===== config.mk =====
export PLATFORM = sky130hd
export DESIGN_NAME = nes_oam_dma
export DESIGN_NICKNAME = d
export VERILOG_FILES = /design/src/rtl/nes_oam_dma.sv
export SDC_FILE = /design/constraint.sdc
export NUM_CORES = 1
export LEC_CHECK = 0
export ABC_CLOCK_PERIOD_IN_PS = 4700
export CORE_MARGIN = 2
export CORE_UTILIZATION = 45
export CTS_BUF_LIST = sky130_fd_sc_hd__clkbuf_4 sky130_fd_sc_hd__clkbuf_8
export DETAILED_ROUTE_END_ITERATION = 8
export GPL_TIMING_DRIVEN = 1
export PLACE_DENSITY = 0.84
export SETUP_SLACK_MARGIN = 0.15
export SLEW_MARGIN = 15
export SYNTH_ARGS = -nofsm -noshare
export SYNTH_HDL_FRONTEND = slang
export SYNTH_SLANG_ARGS = --single-unit

===== constraint.sdc =====
create_clock -name clock -period 4.7 [get_ports clock]
set_input_delay 0.94 -clock clock [delete_from_list [all_inputs] [get_ports clock]]
set_output_delay 0.94 -clock clock [all_outputs]
set_load 0.005 [all_outputs]

===== src/rtl/nes_oam_dma.sv =====
// nes_oam_dma: owns the CPU memory bus and sequences OAM sprite DMA.
// In IDLE the CPU bus passes straight through to memory. A CPU write to
// DMA_PORT stalls the CPU and copies page {page,00..FF} to OAM_PORT as
// alternating read/write cycles, then returns the bus to the CPU.
module nes_oam_dma #(
  parameter logic [15:0] DMA_PORT = 16'h4014,
  parameter logic [15:0] OAM_PORT = 16'h2004,
  parameter bit          ALIGN_EN = 1'b1
) (
  input  logic        clock,
  input  logic        reset,
  input  logic [15:0] cpu_address,
  input  logic [7:0]  cpu_out,
  input  logic        cpu_rd,
  input  logic        cpu_we,
  output logic        cpu_ready,
  output logic [15:0] mem_address,
  output logic [7:0]  mem_out,
  output logic        mem_rd,
  output logic        mem_we,
  input  logic [7:0]  mem_data,
  output logic        busy
);

  typedef enum logic [2:0] {
    IDLE  = 3'd0,
    HALT  = 3'd1,
    ALIGN = 3'd2,
    READ  = 3'd3,
    WRITE = 3'd4
  } state_t;

  state_t      state_reg, state_next;
  logic [7:0]  page_reg, page_next;
  logic [7:0]  idx_reg, idx_next;
  logic [7:0]  latch_reg, latch_next;
  logic        odd_reg;

  // Trigger is write-only; reads of the DMA port are ordinary reads.
  logic trigger;
  assign trigger = cpu_we && (cpu_address == DMA_PORT);

  // Alignment is only ever needed when enabled and the halt lands on an odd cycle.
  logic need_align;
  assign need_align = ALIGN_EN && odd_reg;

  // State and datapath registers; odd toggles every clock to track bus parity.
  always_ff @(posedge clock) begin
    if (reset) begin
      state_reg <= IDLE;
      page_reg  <= 8'h00;
      idx_reg   <= 8'h00;
      latch_reg <= 8'h00;
      odd_reg   <= 1'b0;
    end else begin
      state_reg <= state_next;
      page_reg  <= page_next;
      idx_reg   <= idx_next;
      latch_reg <= latch_next;
      odd_reg   <= ~odd_reg;
    end
  end

  // Next-state and register-update logic.
  always_comb begin
    state_next = state_reg;
    page_next  = page_reg;
    idx_next   = idx_reg;
    latch_next = latch_reg;
    case (state_reg)
      IDLE: begin
        if (trigger) begin
          page_next  = cpu_out;
          idx_next   = 8'h00;
          state_next = HALT;
        end
      end
      HALT: begin
        state_next = need_align ? ALIGN : READ;
      end
      ALIGN: begin
        state_next = READ;
      end
      READ: begin
        latch_next = mem_data;
        state_next = WRITE;
      end
      WRITE: begin
        idx_next   = idx_reg + 8'h01;
        state_next = (idx_reg == 8'hFF) ? IDLE : READ;
      end
      default: begin
        state_next = IDLE;
      end
    endcase
  end

  // Bus outputs decoded directly from the current state, no output latency.
  always_comb begin
    cpu_ready   = 1'b1;
    mem_address = cpu_address;
    mem_out     = cpu_out;
    mem_rd      = cpu_rd;
    mem_we      = cpu_we;
    case (state_reg)
      IDLE: begin
        cpu_ready = 1'b1;
      end
      HALT, ALIGN: begin
        cpu_ready = 1'b0;
        mem_rd    = 1'b0;
        mem_we    = 1'b0;
      end
      READ: begin
        cpu_ready   = 1'b0;
        mem_address = {page_reg, idx_reg};
        mem_rd      = 1'b1;
        mem_we      = 1'b0;
      end
      WRITE: begin
        cpu_ready   = 1'b0;
        mem_address = OAM_PORT;
        mem_out     = latch_reg;
        mem_rd      = 1'b0;
        mem_we      = 1'b1;
      end
      default: begin
        cpu_ready = 1'b1;
      end
    endcase
  end

  assign busy = (state_reg != IDLE);

endmodule


==> run metrics <==
Post-CTS Setup Repair Bufs=0; drt total wl=4.20 mm; Slew headroom=29.2%; Final Hold Viols=0; critical path class=flip-flop to primary output; final worst slack=1.03 ns; Detailed Routing Iterations Pass 1=4; Synth Warn #=0; worst skew pair latency=0.33 ns; max-cap viol count=0; share of cells above drive strength 1=4.00%; Antenna Nets Post-Route=0; initial antenna violation count=0; vias=1583; outcome=complete, no violations; fin nets=288; die area=0.00383 mm^2; placed inst area=0.00213 mm^2; actual slew at the worst max-slew pin=1.06 ns; Resized cells post-CTS=0; cts hold-fix bufs=0; DP Worst Slack=1.40 ns; Num CTS Buffers=3; syn_area_per_cell=7.70 um^2; Mapped Area=0.00151 mm^2; clock buffer depth=2; register area share after synthesis=37.1%; # setup viols final=0; fin crit period=3.67 ns; CP max FO=24; TritonCTS clock tree=yes; VDD IR max=0.000148 V; Max Clock Freq=272 MHz; Setup Skew=0.00841 ns; hpwl dp=3.06 mm; core area=0.00328 mm^2; CP Capture Type=primary output; vias per cell=5.35; GRT overflow=0; first-iteration detailed-routing DRC count=79; Unique masters post-synth=35; gr usage total=23.3%; PortBufs=63; die span in y=61.9 um; # diodes=0; DR DRC count=0; worst min-delay path category=flip-flop to flip-flop; Non-Filler Instances=296; global placement routability congestion=0.834; Max Slew Vio Count=0; vias in the first global route=1418; Post-Synthesis Cells=196; RSZ-0062 raised after global routing=no; fin util=66.5%; Die W=61.9 um; clock sink count=28; first-pass GRT wire length=6.54 mm; root buf cell=clkbuf_4; placed cells=292; clk slew on worst S/H paths=0.16 ns; largest net degree at the start of global routing=29; Initial Utilization=45.9%; H-tree depth=1; Wirelength per Cell=14.2 um; Lkg Pwr=0.904 nW; CP Cell Sequence=nor2b_1 > and2_1 > nor2_2 > a22o_1 > clkdlybuf4s50_1; worst path required time=3.76 ns; # IOs=64; row cnt=21; area delta synth->final=44.8%; Crit-path slowest cell=and2_1; crit path DAT=2.73 ns; post-synth net total=233; Cell Pwr Density=217 mW/mm^2; Setup TNS Final=0 ns; final design area excluding fillers=0.00218 mm^2; Final Cycle Share=78.1%; #FFs+latches synth=28; crit path launch type=flip-flop; Max stage delay on crit path=0.72 ns
-- cell usage in the layout (no fill, tap or decap), types with 2 or more instances in the layout --
master	n
inv_1	2
and3_1	3
clkdlybuf4s50_1	63
o21ai_1	2
nor2_1	17
mux2i_1	8
nand2_1	59
clkbuf_4	3
nor2_2	2
a21oi_1	12
or3_1	3
nand3_1	5
a311oi_1	4
o21ai_0	2
a211oi_1	2
a31oi_1	2
a22o_1	13
o21a_1	3
and2_1	2
dfxtp_1	28
-- worst max-delay path: cells and delay by family, from the launching register on --
family	cells	cell delay, ns
flops	1	0.44
buf+inv	1	0.45
compound gates	1	0.27
simple gates	3	1.24
-- worst paths after layout --
kind,start,to,slack [ns],depth (start not counted)
worst max register to register,state_reg[0],idx_reg[5],2.67,4
worst min-delay path,need_align,need_align,0.44,1
worst min register to register,need_align,need_align,0.44,1
worst max-delay path,state_reg[1],mem_address[12],1.03,5
-- per-stage QoR --
step	hold slack, ns	total power, mW
2_1_floorplan	0.394	0.261
5_1_grt	0.469	0.492
3_5_place_dp	0.413	0.319
6_report	0.436	0.474
4_1_cts	0.435	0.476
3_3_place_gp	0.409	0.319
-- per-layer routing --
metal | part of all wire, % | routed length [um] | up-vias | GRT usage, %
met4 | 0.43 | 18 | 0 | 6.99
met3 | 6.8 | 286 | 2 | 6.63
met2 | 47 | 1970 | 61 | 37.1
met5 | 0 | 0 | - | 0
met1 | 46 | 1920 | 730 | 30.6
li1 | - | - | 790 | -
-- synth_stat cells, drive strengths merged --
| library cell | number | area (um^2) |
|---|---|---|
| a31oi | 2 | 12.5 |
| nand3b | 1 | 7.51 |
| and3 | 3 | 18.8 |
| inv | 2 | 7.51 |
| nand2 | 60 | 233 |
| clkbuf | 5 | 18.8 |
| or4bb | 1 | 11.3 |
| a211oi | 2 | 15.0 |
| or3 | 3 | 18.8 |
| dfxtp | 28 | 561 |
| a311oi | 4 | 35.0 |
| a21oi | 12 | 60.1 |
| buf | 8 | 46.3 |
| o41ai | 1 | 8.76 |
| or4 | 1 | 11.3 |
| ha | 1 | 12.5 |
| o311a | 1 | 10.0 |
| o21a | 3 | 22.5 |
| or2 | 1 | 6.26 |
| nor2b | 1 | 6.26 |
| maj3 | 1 | 10.0 |
| a22o | 13 | 114 |
| nand4bb | 1 | 11.3 |
| nor4 | 1 | 21.3 |
| nor2 | 19 | 76.3 |
| nor3b | 1 | 7.51 |
| mux2i | 8 | 80.1 |
| o2111ai | 1 | 8.76 |
| o21ai | 4 | 20.0 |
| and2 | 2 | 12.5 |
| nand3 | 5 | 25.0 |
-- power by group --
group	internal [mW]	switching, mW
Combinational	0.0523	0.0236
Clock	0.0863	0.0733
Sequential	0.238	0.000328
Total	0.377	0.0972
-- layout make-up --
class                           instances  area (um^2)
Multi-Input combinational cell        153          876
Clock buffer                            3         22.5
Clock inverter                          1         30.0
Tap cell                               46         57.6
Timing Repair Buffer                   63          631
Sequential cell                        28          561
Fill cell                             293         1100
Inverter                                2         7.51
-- logic make-up after synthesis --
logic type | after synthesis | share of synthesized area, %
AOI/OAI and AO/OA | 43 | 20.3
adders and majority gates | 2 | 1.49
and+or+nand+nor | 100 | 30.9
muxes | 8 | 5.31
DFF | 28 | 37.1
buffers and inverters | 15 | 4.81
(Power assumes the default switching activity.)
